[config.mk]
export PLATFORM = sky130hd
export DESIGN_NAME = tt_um_uart_tx_fifo
export DESIGN_NICKNAME = d
export VERILOG_FILES = /design/src/rtl/tt_uart_pkg.sv /design/src/rtl/uart_tx_fifo.sv /design/src/rtl/tt_um_uart_tx_fifo.sv
export SDC_FILE = /design/constraint.sdc
export NUM_CORES = 1
export LEC_CHECK = 0
export CORE_MARGIN = 2
export CORE_UTILIZATION = 44
export CTS_CLUSTER_DIAMETER = 120
export CTS_CLUSTER_SIZE = 24
export DETAILED_ROUTE_END_ITERATION = 10
export MAX_ROUTING_LAYER = met4
export PLACE_DENSITY = 0.77
export SLEW_MARGIN = 10
export SYNTH_ARGS = -nofsm -noshare
export SYNTH_HDL_FRONTEND = slang
export SYNTH_SLANG_ARGS = --single-unit
[constraint.sdc]
create_clock -name clk -period 6.17 [get_ports clk]
set_input_delay 0.9255 -clock clk [delete_from_list [all_inputs] [get_ports clk]]
set_output_delay 0.9255 -clock clk [all_outputs]
set_load 0.02 [all_outputs]
[src/rtl/tt_uart_pkg.sv]
// Shared types and pin maps for the TinyTapeout UART transmitter.
package tt_uart_pkg;

    // Transmit FSM states
    typedef enum logic [2:0] {
        ST_IDLE   = 3'd0,
        ST_START  = 3'd1,
        ST_DATA   = 3'd2,
        ST_PARITY = 3'd3,
        ST_STOP   = 3'd4
    } tx_state_e;

    // uo_out bit positions
    localparam int unsigned UO_TX      = 0;
    localparam int unsigned UO_BUSY    = 1;
    localparam int unsigned UO_FULL    = 2;
    localparam int unsigned UO_EMPTY   = 3;
    localparam int unsigned UO_OVF     = 4;
    localparam int unsigned UO_CNT_LSB = 5;
    localparam int unsigned UO_CNT_W   = 3;

    // uio_in bit positions
    localparam int unsigned UIO_WR_STB = 0;
    localparam int unsigned UIO_PAR_EN = 1;

    // uo_out payload, MSB first so it maps straight onto the pins
    typedef struct packed {
        logic [UO_CNT_W-1:0] count;
        logic                overflow;
        logic                empty;
        logic                full;
        logic                busy;
        logic                tx;
    } uo_status_t;

    // Even parity bit for one data byte
    function automatic logic even_parity(input logic [7:0] b);
        return ^b;
    endfunction

endpackage

[src/rtl/uart_tx_fifo.sv]
// Small synchronous FIFO holding bytes waiting to be serialised.
module uart_tx_fifo #(
    parameter int unsigned DEPTH = 4,
    parameter int unsigned WIDTH = 8
) (
    input  logic                     clk,
    input  logic                     rst_n,
    input  logic                     push,
    input  logic                     pop,
    input  logic [WIDTH-1:0]         din,
    output logic [WIDTH-1:0]         dout,
    output logic [$clog2(DEPTH):0]   count,
    output logic                     full,
    output logic                     empty
);

    localparam int unsigned PTR_W = $clog2(DEPTH);
    localparam int unsigned CNT_W = PTR_W + 1;

    logic [WIDTH-1:0] mem_q [DEPTH];
    logic [PTR_W-1:0] wr_ptr_q, wr_ptr_d;
    logic [PTR_W-1:0] rd_ptr_q, rd_ptr_d;
    logic [CNT_W-1:0] count_q, count_d;
    logic             do_push_c;
    logic             do_pop_c;

    assign full  = (count_q == CNT_W'(DEPTH));
    assign empty = (count_q == CNT_W'(0));
    assign count = count_q;
    assign dout  = mem_q[rd_ptr_q];

    // Pointer and occupancy update; pointers wrap naturally at the power-of-two depth
    always_comb begin
        do_push_c = push & ~full;
        do_pop_c  = pop & ~empty;
        wr_ptr_d  = wr_ptr_q;
        rd_ptr_d  = rd_ptr_q;
        count_d   = count_q;
        if (do_push_c) begin
            wr_ptr_d = wr_ptr_q + PTR_W'(1);
        end
        if (do_pop_c) begin
            rd_ptr_d = rd_ptr_q + PTR_W'(1);
        end
        case ({do_push_c, do_pop_c})
            2'b10:   count_d = count_q + CNT_W'(1);
            2'b01:   count_d = count_q - CNT_W'(1);
            default: count_d = count_q;
        endcase
    end

    // Control registers; reset empties the queue
    always_ff @(posedge clk or negedge rst_n) begin
        if (!rst_n) begin
            wr_ptr_q <= '0;
            rd_ptr_q <= '0;
            count_q  <= '0;
        end else begin
            wr_ptr_q <= wr_ptr_d;
            rd_ptr_q <= rd_ptr_d;
            count_q  <= count_d;
        end
    end

    // Storage array; contents are don't-care while empty so no reset
    always_ff @(posedge clk) begin
        if (do_push_c) begin
            mem_q[wr_ptr_q] <= din;
        end
    end

endmodule

[src/rtl/tt_um_uart_tx_fifo.sv]
// TinyTapeout wrapper: byte FIFO feeding an 8N1/8E1 UART transmitter.
module tt_um_uart_tx_fifo
    import tt_uart_pkg::*;
#(
    parameter int unsigned CLKS_PER_BIT = 16,
    parameter int unsigned FIFO_DEPTH   = 4
) (
    input  logic       clk,
    input  logic       rst_n,
    input  logic       ena,
    input  logic [7:0] ui_in,
    input  logic [7:0] uio_in,
    output logic [7:0] uo_out,
    output logic [7:0] uio_out,
    output logic [7:0] uio_oe
);

    localparam int unsigned BAUD_W = $clog2(CLKS_PER_BIT);
    localparam int unsigned CNT_W  = $clog2(FIFO_DEPTH) + 1;
    localparam logic [BAUD_W-1:0] BAUD_LAST = BAUD_W'(CLKS_PER_BIT - 1);

    tx_state_e         state_q, state_d;
    logic [BAUD_W-1:0] baud_q, baud_d;
    logic [2:0]        bit_idx_q, bit_idx_d;
    logic [7:0]        shift_q, shift_d;
    logic              par_en_q, par_en_d;
    logic              par_bit_q, par_bit_d;
    logic              overflow_q, overflow_d;
    logic              tx_q, tx_d;
    logic              busy_q, busy_d;

    logic              fifo_push_c;
    logic              fifo_pop_c;
    logic [7:0]        fifo_dout;
    logic [CNT_W-1:0]  fifo_count;
    logic              fifo_full;
    logic              fifo_empty;
    logic              baud_last_c;
    logic              wr_stb_c;
    logic              unused_uio_c;
    uo_status_t        status_c;

    uart_tx_fifo #(
        .DEPTH (FIFO_DEPTH),
        .WIDTH (8)
    ) u_fifo (
        .clk   (clk),
        .rst_n (rst_n),
        .push  (fifo_push_c),
        .pop   (fifo_pop_c),
        .din   (ui_in),
        .dout  (fifo_dout),
        .count (fifo_count),
        .full  (fifo_full),
        .empty (fifo_empty)
    );

    // Write acceptance and sticky overflow; fullness is judged on the registered count
    always_comb begin
        wr_stb_c    = ena & uio_in[UIO_WR_STB];
        fifo_push_c = wr_stb_c & ~fifo_full;
        overflow_d  = overflow_q | (wr_stb_c & fifo_full);
    end

    // Transmit FSM: next state, baud/bit counters, shift register, pop request and tx level
    always_comb begin
        state_d     = state_q;
        baud_d      = baud_q + BAUD_W'(1);
        bit_idx_d   = bit_idx_q;
        shift_d     = shift_q;
        par_en_d    = par_en_q;
        par_bit_d   = par_bit_q;
        fifo_pop_c  = 1'b0;
        baud_last_c = (baud_q == BAUD_LAST);

        case (state_q)
            ST_IDLE: begin
                baud_d = '0;
                if (!fifo_empty) begin
                    fifo_pop_c = 1'b1;
                    shift_d    = fifo_dout;
                    par_en_d   = uio_in[UIO_PAR_EN];
                    par_bit_d  = even_parity(fifo_dout);
                    state_d    = ST_START;
                end
            end
            ST_START: begin
                if (baud_last_c) begin
                    baud_d    = '0;
                    bit_idx_d = 3'd0;
                    state_d   = ST_DATA;
                end
            end
            ST_DATA: begin
                if (baud_last_c) begin
                    baud_d    = '0;
                    shift_d   = {1'b0, shift_q[7:1]};
                    bit_idx_d = bit_idx_q + 3'd1;
                    if (bit_idx_q == 3'd7) begin
                        state_d = par_en_q ? ST_PARITY : ST_STOP;
                    end
                end
            end
            ST_PARITY: begin
                if (baud_last_c) begin
                    baud_d  = '0;
                    state_d = ST_STOP;
                end
            end
            ST_STOP: begin
                if (baud_last_c) begin
                    baud_d = '0;
                    if (!fifo_empty) begin
                        // Chain straight into the next frame with no idle gap
                        fifo_pop_c = 1'b1;
                        shift_d    = fifo_dout;
                        par_en_d   = uio_in[UIO_PAR_EN];
                        par_bit_d  = even_parity(fifo_dout);
                        state_d    = ST_START;
                    end else begin
                        state_d = ST_IDLE;
                    end
                end
            end
            default: begin
                baud_d  = '0;
                state_d = ST_IDLE;
            end
        endcase

        // tx and busy are computed from the next state so the pins are pure flops
        case (state_d)
            ST_START:  tx_d = 1'b0;
            ST_DATA:   tx_d = shift_d[0];
            ST_PARITY: tx_d = par_bit_d;
            default:   tx_d = 1'b1;
        endcase
        busy_d = (state_d != ST_IDLE);
    end

    // State and datapath registers; reset forces the line idle immediately
    always_ff @(posedge clk or negedge rst_n) begin
        if (!rst_n) begin
            state_q    <= ST_IDLE;
            baud_q     <= '0;
            bit_idx_q  <= '0;
            shift_q    <= '0;
            par_en_q   <= 1'b0;
            par_bit_q  <= 1'b0;
            overflow_q <= 1'b0;
            tx_q       <= 1'b1;
            busy_q     <= 1'b0;
        end else begin
            state_q    <= state_d;
            baud_q     <= baud_d;
            bit_idx_q  <= bit_idx_d;
            shift_q    <= shift_d;
            par_en_q   <= par_en_d;
            par_bit_q  <= par_bit_d;
            overflow_q <= overflow_d;
            tx_q       <= tx_d;
            busy_q     <= busy_d;
        end
    end

    // Pin mapping
    always_comb begin
        status_c.tx       = tx_q;
        status_c.busy     = busy_q;
        status_c.full     = fifo_full;
        status_c.empty    = fifo_empty;
        status_c.overflow = overflow_q;
        status_c.count    = UO_CNT_W'(fifo_count);
        uo_out            = status_c;
        uio_out           = 8'h00;
        uio_oe            = 8'h00;
        unused_uio_c      = ^uio_in[7:2];
    end

endmodule

Yosys cells after proc, flatten, opt, wreduce, memory -nomap -nowiden
Memory sizes are Yosys's and may differ from the RTL's.
Index checks and enable logic that the tools add are counted.
{"block": "op_classes", "add_sub_neg": 6, "eq_ne": 15, "n_mux": 31, "bitwise": 8, "n_reduce_logical": 12}
{"cell": "$mux 3", "n": 9}
{"cell": "$mux 8", "n": 3}
{"cell": "$pmux 8 s3", "n": 1}
{"cell": "$pmux 3 s5", "n": 1}
{"cell": "$eq 3x2->1 const B", "n": 4}
{"cell": "$pmux 3 s2", "n": 2}
{"cell": "$eq 3x3->1 const B", "n": 3}
{"cell": "$mux 1", "n": 9}
{"cell": "$mux 4", "n": 2}
{"cell": "$reduce_xor 8->1", "n": 1}
{"cell": "$add 3x1->3 const B", "n": 2}
{"cell": "$eq 3x1->1 const B", "n": 2}
{"cell": "$logic_not 3->1", "n": 2}
{"cell": "$ne 2x2->1 const B", "n": 3}
{"cell": "$pmux 1 s2", "n": 3}
{"cell": "$reduce_and 3->1", "n": 2}
{"cell": "$reduce_bool 2->1", "n": 3}
{"cell": "$reduce_bool 3->1", "n": 2}
{"cell": "$and 1x1->1", "n": 5}
{"cell": "$add 2x1->2 const B", "n": 2}
{"cell": "$add 4x1->4 const B", "n": 1}
{"cell": "$eq 4x4->1 const B", "n": 1}
{"cell": "$reduce_or 4->1", "n": 1}
{"cell": "$pmux 1 s3", "n": 1}
{"cell": "6 further kinds", "n": 7}
{"block": "word_totals", "register_bits": 30, "ramBits": 32, "inputBits": 19, "output_inout_bits": 24, "mem_count": 1}
{"memory": "u_fifo.mem_q", "depth": 4, "word_bits": 8, "rd": 1, "rd_clocked_by_memory_dff": 0, "wr": 1, "line_no": "uart_tx_fifo.sv:20", "rtl": "logic [WIDTH-1:0] mem_q [DEPTH];"}

Logic depth before layout (Yosys ltp)
Gate-level depths: netlist of the first run.
{"block": "depth", "ltp_word": 7, "ltp_mapped": 10, "mapped_depth_nobuf": 10}

By module
Synthesis of the first run repeated with hierarchy kept, for this count alone.
{"block": "unflattened", "cells_unflattened": 222, "area_unflattened_um2": 2976.6}
{"module": "uart_tx_fifo", "n_inst": 1, "cells_per_inst": 79, "area_per_inst_um2": 1592.8, "seq_area_each_um2": 1136.1}
{"module": "tt_um_uart_tx_fifo", "n_inst": 1, "cells_per_inst": 143, "area_per_inst_um2": 1383.8, "seq_area_each_um2": 576.8}

Worst setup path before layout of the first run
OpenSTA, ideal clock, no wires.
{"block": "synth_path", "path_kind": "register -> register", "startpoint": "reg baud_q[0]", "endpoint": "reg u_fifo.count_q[2] (netlist: u_fifo.count[2])", "setup_time_ns": 0.080, "arrival_ns": 2.441, "setup_slack_ns": 3.649, "path_stages_with_launch": 11, "synth_period_minus_slack_ns": 2.521, "cell_sequence": "dfrtp_1 > ha_1 > nand3_2 > a2111oi_2 > buf_2 > ha_1 > inv_1 > fa_1 > xor2_1 > nor2_1 > xor2_1"}
{"block": "synth_via", "elab_chain_len": 6, "elab_cells_between_ends": 8}
{"item": "start, declared", "line_no": "tt_um_uart_tx_fifo.sv:23", "rtl": "logic [BAUD_W-1:0] baud_q, baud_d;"}
{"item": "start signal, assigned", "line_no": "tt_um_uart_tx_fifo.sv:155", "rtl": "baud_q <= baud_d;"}
{"item": "$eq 4x4->1 *", "line_no": "tt_um_uart_tx_fifo.sv:74", "rtl": "baud_last_c = (baud_q == BAUD_LAST);"}
{"item": "$mux 1 *", "line_no": "tt_um_uart_tx_fifo.sv:111", "rtl": "if (baud_last_c) begin"}
{"item": "$pmux 1 s2 *", "line_no": "tt_um_uart_tx_fifo.sv:76", "rtl": "case (state_q)"}
{"item": "$and 1x1->1 *", "line_no": "uart_tx_fifo.sv:35", "rtl": "do_pop_c = pop & ~empty;"}
{"item": "via u_fifo.do_pop_c", "line_no": "uart_tx_fifo.sv:25", "rtl": "logic do_pop_c;"}
{"item": "$eq 2x1->1 or $eq 2x2->1 (tied branches)", "line_no": "uart_tx_fifo.sv:45", "rtl": "case ({do_push_c, do_pop_c})"}
{"item": "$pmux 3 s2 or $reduce_bool 2->1 (tied branches)"}
{"item": "end signal, assigned", "line_no": "uart_tx_fifo.sv:61", "rtl": "count_q <= count_d;"}
{"item": "end, declared", "line_no": "uart_tx_fifo.sv:23", "rtl": "logic [CNT_W-1:0] count_q, count_d;"}
The timed path passes the listed nets; every way through them passes the cells marked *.
A chain may end at the register's enable or synchronous reset.

Final worst setup path of the first run
{"block": "layout_path", "startpoint": "reg u_fifo.count_q[0] (netlist: u_fifo.count[0])", "endpoint": "out uo_out[3]"}
{"block": "layout_via", "elab_chain_len": 1}
{"item": "$logic_not 3->1", "line_no": "uart_tx_fifo.sv:28", "rtl": "assign empty = (count_q == CNT_W'(0));"}
{"item": "end, declared", "line_no": "tt_um_uart_tx_fifo.sv:13", "rtl": "output logic [7:0] uo_out,"}
Every way passes these cells.

==> reports/results.txt, run 1 <==
Status - finished, final reports clean
Post-synth cell types - 47
Met3 Resource Use GR - 0.0486
GR Layer Usage met2 - 0.234
Die area - 0.00729 mm²
Synth Flop Type - edfxtp_1
Initial antenna violation count - 0
Worst r2r src - baud_q[0]
Core Box Area - 0.00639 mm²
Worst slew margin - 0.604
Most frequent cells in the layout - edfxtp_1, dfrtp_1, clkdlybuf4s50_1
Number of diodes - 0
I/O Pins - 43
CP required - 5240 ps
Grt met1 use - 0.178
Min-delay src - overflow_q
Routability cong. - 0.799
Chip width - 85.4 µm
Fill count - 556
CP Launch Type - flop
Worst Setup End Kind - output pin
Register area share after synthesis - 0.588
GRT Total Usage - 0.151
# resized after CTS - 0
Main combinational cell family by area after synthesis - simple AND/OR/NAND/NOR gates
Max Buffers Root-to-Sink - 2
Vias/cell - 5.23
Routed len/inst - 14.5 µm
Share of the synthesized area in the top cell type - 0.330
Finished Cell Area - 0.00326 mm²
Final setup fails - 0
Sw frac - 0.341
PortBufs - 20
Row cnt - 29
Worst Skew - 6.58 ps
Multiplexer share of the synthesized area - 0.0725
Hold Vio Cnt, Final - 0
Final-stage net count - 268
Mapped Area - 0.00292 mm²
Avg Cell Area, Syn - 13.1 µm²
Leak - 1.28 nW
DRC Markers - 0
DR pass1 iterations - 5
Setup total negative slack - 0 ps
First-pass GRT wire length - 8140 µm
Fraction of layout cells with a size suffix above 1 - 0.127
Clk_lat worst skew - 330 ps
Initial Utilization - 0.457
Routed Antenna Nets - 0
Vias in the first global route - 1,736
Final Routed Wirelength - 4650 µm
Most common cell after layout, fill and taps aside - edfxtp_1
Fmax - 358 MHz
RSZ-0062 raised after global routing - false
Die boundary height - 85.4 µm
Post-synthesis cell count - 222
Remaining Overflow, GRT - 0
P_int - 988 µW
CTS Buf Count - 9
Setup Buffers After CTS - 0
Worst-path fanout max - 6
Root Buffer - clkbuf_8
EDFF count, synth - 32
Worst VDD drop - 261 µV
Async S/R FF share, synth - 0.484
Register bit total from synthesis - 62
Crit path DAT - 1860 ps
Net switching power - 512 µW
Hold Path Class - flop to flop
Clk sink count - 62
# hold bufs at CTS - 0
Crit path time final - 2790 ps
Clk pin slew, worst setup/hold paths - 60 ps
XOR/XNOR Fraction of Synth Area - 0.0451
Post-Synth Simple-Gate Area - 0.0854
Warnings from Yosys - 0
Sequential power share - 0.438
Comb pwr share - 0.343
Largest area contributor in the netlist - edfxtp_1
Crit. Startpoint - u_fifo.count[0]
Clock H-tree levels - 3
CP Class - flop to output pin
DR vias - 1,679
Drt first-iter violations - 60
Max cap viols - 0
Largest net degree at the start of global routing - 31
HPWL after DPL - 3130 µm
Adder-cell share of the synthesized area - 0.0451
CTS tree - done
Pwr Density - 461 mW/mm²
Clk pwr share - 0.219
Complex-gate fraction of the synthesized area - 0.0798
Layout area overhead - 11.7%
Synth top area cells - edfxtp_1, dfrtp_1, mux4_2
Crit share post-route - 0.452
Fin. max-slew vios - 0
Slew @ Worst Pin - 594 ps
Layer with the highest usage - met2
Dpl cell area - 0.00308 mm²
==> cell families after synthesis <==
logic type	after synthesis
DFF	62
and+or+nand+nor	50
buffers and inverters	40
AOI/OAI and AO/OA	33
xor gates and xnor gates	15
muxes	11
adders and majority gates	10
other	1
==> power groups by stage <==
stage / Clock (mW) / Sequential, mW / Combinational, mW
2_1_floorplan: 0 / 0.620 / 0.447
3_3_place_gp: 0 / 0.661 / 0.496
3_5_place_dp: 0 / 0.665 / 0.518
4_1_cts: 0.336 / 0.658 / 0.520
5_1_grt: 0.357 / 0.677 / 0.581
6_report: 0.328 / 0.658 / 0.514
==> critical path, cell delays in order, from the launching register on <==
cell and delay, ps:
dfrtp_1 430, nor3_2 420, clkdlybuf4s50_1 690
==> area by class of cell <==
type	instances	area, µm²	share of cell area
Sequential cell	62	1710	0.526
Multi-Input combinational cell	135	1020	0.312
Timing Repair Buffer	22	215	0.0661
Clock buffer	9	124	0.0380
Tap cell	77	96.3	0.0296
Clock inverter	6	53.8	0.0165
Inverter	10	37.5	0.0115
==> routing by layer <==
metal,vias to the layer above,wire [µm]
li1,795,-
met5,-,0
met3,9,200
met1,832,2020
met2,43,2330
met4,0,95
==> flip-flops by register name, indices dropped and copies added (netlist names) <==
| signal | cells |
|---|---|
| u_fifo.mem_q | 32 |
| shift_q | 8 |
| baud_q | 4 |
| bit_idx_q | 3 |
| state_q | 3 |
| u_fifo.count | 3 |
| u_fifo.rd_ptr_q | 2 |
| u_fifo.wr_ptr_q | 2 |
| busy_q | 1 |
| overflow_q | 1 |
| par_bit_q | 1 |
| par_en_q | 1 |
| tx_q | 1 |
==> final timing paths <==
check,end,slack [ps],cells after the start
worst max-delay path,uo_out[3],3380,2
worst min-delay path,overflow_q,470,1
worst max register to register,u_fifo.count[2],3580,9
worst min register to register,overflow_q,470,1
max in group asynchronous,tx_q,4870,2
min in group asynchronous,baud_q[0],980,2
==> cells in the mapped netlist (3+ instances only) <==
library cell  number
a21oi_1            5
a32oi_1            6
and2_1             4
buf_4             22
clkbuf_1           5
dfrtp_1           29
edfxtp_1          32
ha_1               8
inv_1              9
mux4_2             8
nand2_1           19
nand3_1            3
nor2_1            10
o21ai_1            7
xnor2_1           11
xor2_1             4
==> per-stage QoR <==
step	std cells	hold WS, ps	util	total power [mW]	worst slack [ps]
floorplan	237	438	-	1.07	3650
global placement	306	448	0.482	1.16	3370
detailed placement	306	458	0.482	1.18	3330
CTS	321	472	0.510	1.51	3350
global route	321	502	0.510	1.62	3290
finish	321	472	0.510	1.50	3380
(Power assumes the default switching activity.)
==> run 2: changes to the inputs <==
==> constraint.sdc (replaced) <==
create_clock -name clk -period 2.9 [get_ports clk]
set_input_delay 0.435 -clock clk [delete_from_list [all_inputs] [get_ports clk]]
set_output_delay 0.435 -clock clk [all_outputs]
set_load 0.02 [all_outputs]
==> reports/results.txt, run 2 (synthesized netlist as in run 1, its figures left out) <==
Status - finished, final reports clean
Top flop regs - u_fifo.mem_q (32), shift_q (8), baud_q (4)
Vias in the first global route - 1,698
Largest register FFs - 32
Routed Antenna Nets - 0
Crit path time final - 2450 ps
Number of diodes - 0
Worst R2R End - u_fifo.count[2]
CP Buf/Inv Count - 1
CP Launch Type - flop
Clk pin slew, worst setup/hold paths - 70 ps
Hold Path Class - flop to flop
Most frequent cells in the layout - edfxtp_1, dfrtp_1, clkdlybuf4s50_1
Final core utilization - 0.513
Die area - 0.00729 mm²
Crit. Startpoint - baud_q[0]
CP Class - flop to flop
# resized after CTS - 0
Chip width - 85.4 µm
Dpl cells - 309
Clk pwr share - 0.206
Fraction of layout cells with a size suffix above 1 - 0.145
HPWL after DPL - 3240 µm
Fmax - 408 MHz
Hold Vio Cnt, Final - 0
Pwr Density - 968 mW/mm²
Max Buffers Root-to-Sink - 2
First-pass GRT wire length - 8140 µm
CTS tree - done
Initial Utilization - 0.457
Most common cell after layout, fill and taps aside - edfxtp_1
DR pass1 iterations - 4
Net switching power - 1.13 mW
Slew @ Worst Pin - 506 ps
Sw frac - 0.356
P_int - 2.04 mW
CP required - 3160 ps
Worst Setup End Kind - flop
Comb pwr share - 0.358
Sequential power share - 0.436
Worst slew margin - 0.661
Setup total negative slack - 0 ps
Initial antenna violation count - 0
Worst-path fanout max - 5
PortBufs - 20
Die boundary height - 85.4 µm
GRT Total Usage - 0.151
Row cnt - 29
Worst setup path end - u_fifo.count[2]
Clk sink count - 62
Clock H-tree levels - 3
Core Box Area - 0.00639 mm²
Setup Buffers After CTS - 0
Crit share post-route - 0.845
Crit path DAT - 2710 ps
Worst VDD drop - 560 µV
Vias/cell - 5.18
# hold bufs at CTS - 0
Final setup fails - 0
Reg2Reg Depth - 9
Layout area overhead - 12.3%
RSZ-0062 raised after global routing - false
Cell family with most CP delay - adder cells
Final Routed Wirelength - 4710 µm
Final-stage net count - 271
Remaining Overflow, GRT - 0
Largest net degree at the start of global routing - 31
Clk_lat worst skew - 340 ps
Worst r2r src - baud_q[0]
CTS Buf Count - 9
Worst Skew - 5.57 ps
DRC Markers - 0
Biggest register - u_fifo.mem_q
Max cap viols - 0
DR vias - 1,683
Fin. max-slew vios - 0
Routability cong. - 0.793
Crit-path slowest cell - a2111oi_2
Final cell count without fillers - 325
Drt first-iter violations - 91
CP max stage delay - 450 ps
Stages on worst setup path - 9
Routed len/inst - 14.5 µm
CP cell instances - ha_1, nand3_2, a2111oi_2, ha_1, inv_1, fa_1, xor2_1, nor2_1, xor2_1
R2R setup slack - 450 ps
Root Buffer - clkbuf_8
I/O Pins - 43
Leak - 1.28 nW
[run 2: cell count changes in the layout (fill, tap and decap cells not counted), sizes merged]
cell and delta:
buf +3, bufinv -1, clkinv -2, clkinvlp +3
inv +1
[run 2: cell type report]
type	instances	area (µm²)
tap	77	96.3
clock inverter	7	50.0
multi-input combinational	135	1020
timing repair buffer	25	238
clock buffer	9	124
fill	563	3110
sequential	62	1710
inverter	10	37.5
[run 2: worst min-delay path by stage]
stage | startpoint | to | slack (ps) | depth (start not counted)
2_1_floorplan | rst_n | baud_q[0] | 140 | 0
3_3_place_gp | overflow_q | overflow_q | 450 | 1
3_5_place_dp | overflow_q | overflow_q | 450 | 1
4_1_cts | overflow_q | overflow_q | 470 | 1
5_1_grt | overflow_q | overflow_q | 490 | 1
6_report | overflow_q | overflow_q | 470 | 1
[run 2: worst reg2reg max path, delay by kind of cell (launching register included)]
kind / cells / cell delay (ps)
AO/OA/AOI/OAI: 1 / 450
adder cells (fa/ha/maj): 3 / 910
AND/OR/NAND/NOR: 2 / 250
buffers and inverters: 1 / 60
XOR/XNOR: 2 / 310
flip-flops: 1 / 400
[run 2: power by group through the flow]
stage	Clock [mW]	Combinational [mW]	Sequential, mW
after floorplan	0	0.951	1.32
final	0.654	1.13	1.38
after global placement	0	1.10	1.38
after CTS	0.673	1.15	1.38
after detailed placement	0	1.14	1.40
after global routing	0.719	1.27	1.42
[run 2: per-stage QoR]
step / total power [mW] / hold slack, ps / setup WS [ps] / instance area (µm²)
after global placement: 2.48 / 449 / 539 / 3100
after CTS: 3.20 / 470 / 455 / 3270
after detailed placement: 2.53 / 454 / 472 / 3100
final: 3.17 / 467 / 449 / 3270
after floorplan: 2.27 / 139 / 379 / 2970
after global routing: 3.41 / 485 / 241 / 3270
[run 2: per-layer routing]
metal / GRT usage / wire [µm]
met2: 0.250 / 2340
met3: 0.0623 / 247
met5: - / 0
met4: 0.0433 / 61
met1: 0.168 / 2050
